[config.mk]
export PLATFORM = sky130hd
export DESIGN_NAME = camera_move_ctrl_flat
export DESIGN_NICKNAME = d
export VERILOG_FILES = /design/src/rtl/camera_move_ctrl_if.sv /design/src/rtl/camera_move_ctrl.sv /design/src/flat_wrapper.sv
export SDC_FILE = /design/constraint.sdc
export NUM_CORES = 1
export LEC_CHECK = 0
export ABC_CLOCK_PERIOD_IN_PS = 2200
export BUFFER_PORTS_ARGS = -buffer_cell sky130_fd_sc_hd__buf_2
export CORE_MARGIN = 1.5
export CORE_UTILIZATION = 54
export CTS_BUF_LIST = sky130_fd_sc_hd__clkbuf_2 sky130_fd_sc_hd__clkbuf_4 sky130_fd_sc_hd__clkbuf_8
export DETAILED_ROUTE_END_ITERATION = 8
export PLACE_DENSITY = 0.85
export SLEW_MARGIN = 5
export SYNTH_ARGS = -nofsm -noshare
export SYNTH_HDL_FRONTEND = slang
export SYNTH_SLANG_ARGS = --single-unit
[constraint.sdc]
create_clock -name clk -period 2.2 [get_ports clk]
set_input_delay 0.66 -clock clk [delete_from_list [all_inputs] [get_ports clk]]
set_output_delay 0.66 -clock clk [all_outputs]
set_load 0.005 [all_outputs]
[src/rtl/camera_move_ctrl_if.sv]
// rtl/camera_move_ctrl_if.sv - key event inputs and render request outputs of the camera motion controller
interface camera_move_ctrl_if #(
    parameter int NUM_KEYS = 6,
    parameter int CNT_W    = 32,
    parameter int DIR_W    = (NUM_KEYS > 1) ? $clog2(NUM_KEYS) : 1
);
    logic                tick;
    logic                key_pressed;
    logic                key_released;
    logic [NUM_KEYS-1:0] key_vec;
    logic                rendering_done;
    logic                render_frame;
    logic [DIR_W-1:0]    move_dir;
    logic [CNT_W-1:0]    move_amt;
    logic                busy;

    modport master (
        output tick, key_pressed, key_released, key_vec, rendering_done,
        input  render_frame, move_dir, move_amt, busy
    );

    modport slave (
        input  tick, key_pressed, key_released, key_vec, rendering_done,
        output render_frame, move_dir, move_amt, busy
    );
endinterface

[src/rtl/camera_move_ctrl.sv]
// rtl/camera_move_ctrl.sv - key press/release to coalesced camera move render requests
module camera_move_ctrl #(
    parameter int NUM_KEYS = 6,
    parameter int CNT_W    = 32,
    parameter int STEP     = 3,
    parameter int INIT_AMT = 25,
    parameter int DIR_W    = (NUM_KEYS > 1) ? $clog2(NUM_KEYS) : 1
) (
    input  logic               clk,
    input  logic               rst,
    camera_move_ctrl_if.slave  cam
);
    typedef enum logic [1:0] {
        S_IDLE  = 2'd0,
        S_HELD  = 2'd1,
        S_DRAIN = 2'd2,
        S_WAIT  = 2'd3
    } state_t;

    localparam logic [CNT_W:0]   STEP_X = (CNT_W+1)'(STEP);
    localparam logic [CNT_W-1:0] STEP_C = CNT_W'(STEP);
    localparam logic [CNT_W-1:0] INIT_C = CNT_W'(INIT_AMT);

    state_t             state_q, state_d;
    logic [CNT_W-1:0]   acc_q, acc_d;
    logic [DIR_W-1:0]   dir_q, dir_d;
    logic               rendering_q, rendering_d;
    logic               render_frame_q, render_frame_d;
    logic [DIR_W-1:0]   move_dir_q, move_dir_d;
    logic [CNT_W-1:0]   move_amt_q, move_amt_d;

    logic               key_onehot;
    logic [DIR_W-1:0]   key_idx;
    logic               press_ok;
    logic [CNT_W:0]     sum_x;
    logic [CNT_W-1:0]   acc_ticked;
    logic               issue;

    // Decode the pressed key: one-hot check and index encoding
    always_comb begin
        key_onehot = (cam.key_vec != '0) &&
                     ((cam.key_vec & (cam.key_vec - NUM_KEYS'(1))) == '0);
        key_idx = '0;
        for (int i = 0; i < NUM_KEYS; i++) begin
            if (cam.key_vec[i]) begin
                key_idx = DIR_W'(i);
            end
        end
    end

    assign press_ok = cam.key_pressed && key_onehot;

    // Saturating accumulate: one extra bit catches the overflow
    assign sum_x      = {1'b0, acc_q} + STEP_X;
    assign acc_ticked = sum_x[CNT_W] ? '1 : sum_x[CNT_W-1:0];

    // A request goes out only from HELD/DRAIN with motion pending and the pipeline free
    assign issue = ((state_q == S_HELD) || (state_q == S_DRAIN)) &&
                   !rendering_q && !render_frame_q && (acc_q != '0);

    // Next-state, accumulator and request generation
    always_comb begin
        state_d        = state_q;
        acc_d          = acc_q;
        dir_d          = dir_q;
        render_frame_d = issue;
        move_dir_d     = issue ? dir_q : move_dir_q;
        move_amt_d     = issue ? acc_q : move_amt_q;
        rendering_d    = rendering_q;

        if (issue) begin
            rendering_d = 1'b1;
        end else if (rendering_q && cam.rendering_done && !render_frame_q) begin
            rendering_d = 1'b0;
        end

        case (state_q)
            S_IDLE: begin
                if (press_ok) begin
                    dir_d   = key_idx;
                    acc_d   = INIT_C;
                    state_d = cam.key_released ? S_DRAIN : S_HELD;
                end
            end
            S_HELD: begin
                // On issue the sent amount leaves acc; a coincident tick starts the next one
                if (issue) begin
                    acc_d = cam.tick ? STEP_C : '0;
                end else if (cam.tick) begin
                    acc_d = acc_ticked;
                end
                if (cam.key_released) begin
                    state_d = S_DRAIN;
                end
            end
            S_DRAIN: begin
                if (acc_q == '0) begin
                    state_d = S_WAIT;
                end else if (issue) begin
                    acc_d   = '0;
                    state_d = S_WAIT;
                end
            end
            S_WAIT: begin
                if (press_ok) begin
                    dir_d   = key_idx;
                    acc_d   = INIT_C;
                    state_d = S_HELD;
                end else if (!rendering_q) begin
                    state_d = S_IDLE;
                end
            end
            default: begin
                state_d = S_IDLE;
            end
        endcase
    end

    // State and output registers, cleared asynchronously
    always_ff @(posedge clk or negedge rst) begin
        if (!rst) begin
            state_q        <= S_IDLE;
            acc_q          <= '0;
            dir_q          <= '0;
            rendering_q    <= 1'b0;
            render_frame_q <= 1'b0;
            move_dir_q     <= '0;
            move_amt_q     <= '0;
        end else begin
            state_q        <= state_d;
            acc_q          <= acc_d;
            dir_q          <= dir_d;
            rendering_q    <= rendering_d;
            render_frame_q <= render_frame_d;
            move_dir_q     <= move_dir_d;
            move_amt_q     <= move_amt_d;
        end
    end

    assign cam.render_frame = render_frame_q;
    assign cam.move_dir     = move_dir_q;
    assign cam.move_amt     = move_amt_q;
    assign cam.busy         = (state_q != S_IDLE) || rendering_q;
endmodule

[src/flat_wrapper.sv]
// flat-port wrapper written by rule: the top's interface ports become plain ports
module camera_move_ctrl_flat 
#(
    parameter int NUM_KEYS = 6,
    parameter int CNT_W    = 32,
    parameter int STEP     = 3,
    parameter int INIT_AMT = 25,
    parameter int DIR_W    = (NUM_KEYS > 1) ? $clog2(NUM_KEYS) : 1
)
  (clk, rst, cam_tick, cam_key_pressed, cam_key_released, cam_key_vec, cam_rendering_done, cam_render_frame, cam_move_dir, cam_move_amt, cam_busy);
  camera_move_ctrl_if #(.NUM_KEYS(NUM_KEYS), .CNT_W(CNT_W), .DIR_W(DIR_W)) cam_i ();
  input  logic clk;
  input  logic rst;
  input wire logic [$bits(cam_i.tick)-1:0] cam_tick;
  input wire logic [$bits(cam_i.key_pressed)-1:0] cam_key_pressed;
  input wire logic [$bits(cam_i.key_released)-1:0] cam_key_released;
  input wire logic [$bits(cam_i.key_vec)-1:0] cam_key_vec;
  input wire logic [$bits(cam_i.rendering_done)-1:0] cam_rendering_done;
  output wire logic [$bits(cam_i.render_frame)-1:0] cam_render_frame;
  output wire logic [$bits(cam_i.move_dir)-1:0] cam_move_dir;
  output wire logic [$bits(cam_i.move_amt)-1:0] cam_move_amt;
  output wire logic [$bits(cam_i.busy)-1:0] cam_busy;
  assign cam_i.tick = cam_tick;
  assign cam_i.key_pressed = cam_key_pressed;
  assign cam_i.key_released = cam_key_released;
  assign cam_i.key_vec = cam_key_vec;
  assign cam_i.rendering_done = cam_rendering_done;
  assign cam_render_frame = cam_i.render_frame;
  assign cam_move_dir = cam_i.move_dir;
  assign cam_move_amt = cam_i.move_amt;
  assign cam_busy = cam_i.busy;
  camera_move_ctrl #(.NUM_KEYS(NUM_KEYS), .CNT_W(CNT_W), .STEP(STEP), .INIT_AMT(INIT_AMT), .DIR_W(DIR_W)) u_core (.clk(clk), .rst(rst), .cam(cam_i));
endmodule
==> impl_metrics.py <==
metrics = {
    "floorplanning": {
        "die_y_um": 89.4,
        "die_x_um": 89.4,
        "coreArea_sq_mm": 0.00725,
        "row_count": 31,
        "ioPinCount": 49,
        "dieArea_sq_mm": 0.00799,
        "start_util_pct": 55.5,
    },
    "synth": {
        "yosys-top-cells-count": "100 x nand2_1, 74 x dfrtp_1, 45 x nor2_1, 29 x o21ai_0",
        "netlist_instances": 491,
        "ys_top_cells_by_area": "dfrtp_1 46%, nand2_1 9.3%, nor2_1 4.2%",
        "synth_most_common_cell": "nand2_1",
        "async_flop_share_pct": 100,
        "syn_area_per_cell_sq_um": 8.20,
        "ys_ff_latch": 74,
        "ys_warn_count": 0,
        "ys_types": 53,
        "synth_edf_count": 0,
        "yosys.area.top_type": "dfrtp_1",
        "ys_seq_area_share_pct": 46.0,
        "synth_fp_nets": 509,
        "synth_top_area_share_pct": 46.0,
        "synth_ff_type": "dfrtp_1",
        "syn_area_sq_mm": 0.00403,
    },
    "sta": {
        "hold_violations": 0,
        "worst_slew_pin_slew_ns": 0.403,
        "rsz0062_at_grt": "yes",
        "finalSetupViolCount": 16,
        "worst_slack_ns": -0.117,
        "drv_slew": 0,
        "fin_crit_sh_pct": 105,
        "slew-limit-headroom_pct": 73.1,
        "tns_ns": -0.587,
        "clock-skew-final_ns": 0.0110,
        "min_period_ns": 2.32,
        "max_clock_freq_mhz": 432,
    },
    "clock_network": {
        "h-tree-depth": 3,
        "cts_tree": "built",
        "clockBufferDepth": 2,
        "hold_buffers": 0,
        "root_buffer": "clkbuf_8",
        "clock_latency_ns": 0.36,
        "clk_pin_slew_worst_paths_ns": 0.08,
        "cts_buffers": 9,
        "cts_sinks": 74,
    },
    "cells_and_area": {
        "fin_nets": 603,
        "final_cell_area_sq_mm": 0.00513,
        "antenna_cells": 0,
        "fillCellCount": 562,
        "drive_gt1_share_pct": 27.5,
        "postLayoutCoreUtil_pct": 70.7,
        "layout.cells.non_filler": 688,
        "area_growth_pct": 27.3,
    },
    "pwr": {
        "power_leakage_nw": 2.50,
        "p_per_area_mw_per_mm2": 1120,
        "ir_drop_uv": 1010,
    },
    "global_routing": {
        "grt_overflow_total": 0,
        "antenna_found_initial": 0,
        "track_usage_pct": 29.7,
        "grt_pass1_wl_um": 18200,
        "grt_max_degree": 75,
        "grt_pass1_vias": 3900,
    },
    "place": {
        "dpl.hpwl_um": 7570,
        "dp_cells": 669,
        "routabilityCongestion": 0.958,
        "post_dp_cell_area_sq_mm": 0.00483,
        "buffer_ports.inserted": 48,
    },
    "setup_path": {
        "worstPathMaxFanout": 5,
        "rrSetupSlack_ns": -0.12,
        "crit_chain": "inv_2, ha_4, or4b_4, or4_4, nor4b_2, nor3_1, o22a_1",
        "cpPeakStageDelay_ns": 0.56,
        "reg2regPathDepth": 7,
        "worstSetupStartpointType": "register",
        "r2r-start": "u_core.acc_q[0]$_DFFE_PN0P_",
        "crit_type": "reg -> reg",
        "cp-end-kind": "register",
        "crit_arrival_ns": 2.56,
        "r2r-end": "u_core.acc_q[28]$_DFFE_PN0P_",
        "crit_path_top_delay_cell": "or4b_4",
        "worstPathRequired_ns": 2.45,
    },
    "drt": {
        "wl_um": 11500,
        "routedWlPerCell_um": 16.7,
        "via_per_inst": 5.97,
        "via_count": 4110,
        "drc": 0,
        "drtAntennaViolNets": 0,
        "drt_iter0_drc": 510,
        "drtPass1Iterations": 6,
    },
    "worst_hold_path": {
        "min_path_type": "in -> async",
    },
    "run_status": {
        "failed_checks": "negative setup slack",
        "status": "complete, but fails checks",
    },
    "flow_run": {
        "max_cap_viol_count": 0,
    },
}
flip-flops by register name, indices dropped and copies added (netlist names):
name	cells
u_core.cam.move_amt	32
u_core.rendering_q	1
u_core.acc_q	32
u_core.dir_q	3
u_core.state_q	2
u_core.cam.move_dir	3
u_core.cam.render_frame	1
layer usage:
| layer | track usage [%] | share of wire (%) |
|---|---|---|
| met4 | 11.9 | 2.3 |
| met5 | 0 | 0 |
| met1 | 39.4 | 41 |
| met2 | 48.7 | 49 |
| met3 | 5.08 | 7.1 |
layout make-up:
cell class	instances	area, sq um	share of cell area, %
clock inverters	6	82.6	1.61
clock buffers	9	124	2.42
flip-flops and latches	74	1850	36.1
repair buffers	118	803	15.7
multi-input cells	364	2070	40.5
well taps	99	124	2.42
inverters	18	67.6	1.32
logic make-up after synthesis:
family,Yosys count,share of synthesized area (%)
adder cells (fa/ha/maj),6,1.86
AND/OR/NAND/NOR,229,26.6
buffers and inverters,53,5.19
flip-flops,74,46.0
multiplexers,7,1.80
AO/OA/AOI/OAI,119,17.9
XOR/XNOR,3,0.652
what timing repair did:
action	CTS	global route
resized for setup	1	12
setup buffers	1	3
hold endpoints to repair	0	0
setup endpoints to repair	13	35
pin swaps	0	7
through the flow:
step	hold slack, ns	total power [mW]	setup WS, ns
after floorplan	0.364	3.46	-0.0147
after global routing	0.374	6.07	-0.137
final	0.301	5.75	-0.117
after global placement	0.454	4.28	-0.106
after detailed placement	0.457	4.39	-0.215
after CTS	0.340	5.56	-0.0755
where the power goes:
part	leakage [nW]	switching [mW]	internal [mW]	total, mW
clock network	0.105	0.514	0.626	1.14
registers	1.01	0.108	1.52	1.63
logic	1.39	1.89	1.10	2.98
total	2.50	2.51	3.25	5.75
cell usage in the layout, fill, tap and decap left out, types with 6 or more instances in the layout:
master and count:
dfrtp_1 74, inv_1 15, nand4_1 8, nand3_1 9, o21ai_0 29, clkbuf_8 9
a21oi_1 15, a211oi_1 8, nor3_1 24, nand2_1 100, nor2_1 44, buf_2 48
buf_4 67, nor4_1 9, o21ai_1 28, o22a_1 6
worst max-delay path by stage:
stage	start	to	slack, ns	cells after the start
after global placement	cam_key_vec[2]	u_core.acc_q[23]$_DFFE_PN0P_	-0.11	7
after detailed placement	cam_key_vec[2]	u_core.acc_q[19]$_DFFE_PN0P_	-0.22	7
after floorplan	u_core.acc_q[0]$_DFFE_PN0P_	u_core.acc_q[28]$_DFFE_PN0P_	-0.01	7
after global routing	u_core.acc_q[0]$_DFFE_PN0P_	u_core.acc_q[28]$_DFFE_PN0P_	-0.14	7
final	u_core.acc_q[0]$_DFFE_PN0P_	u_core.acc_q[28]$_DFFE_PN0P_	-0.12	7
after CTS	u_core.acc_q[0]$_DFFE_PN0P_	u_core.acc_q[13]$_DFFE_PN0P_	-0.08	8
worst max-delay path: cells and delay by family (launching register included):
family / cells / cell delay (ns)
buffers and inverters: 1 / 0.08
adders and majority gates: 1 / 0.17
and+or+nand+nor: 4 / 1.32
AOI/OAI and AO/OA: 1 / 0.20
DFF: 1 / 0.42
Power figures use the tool's default switching activity.
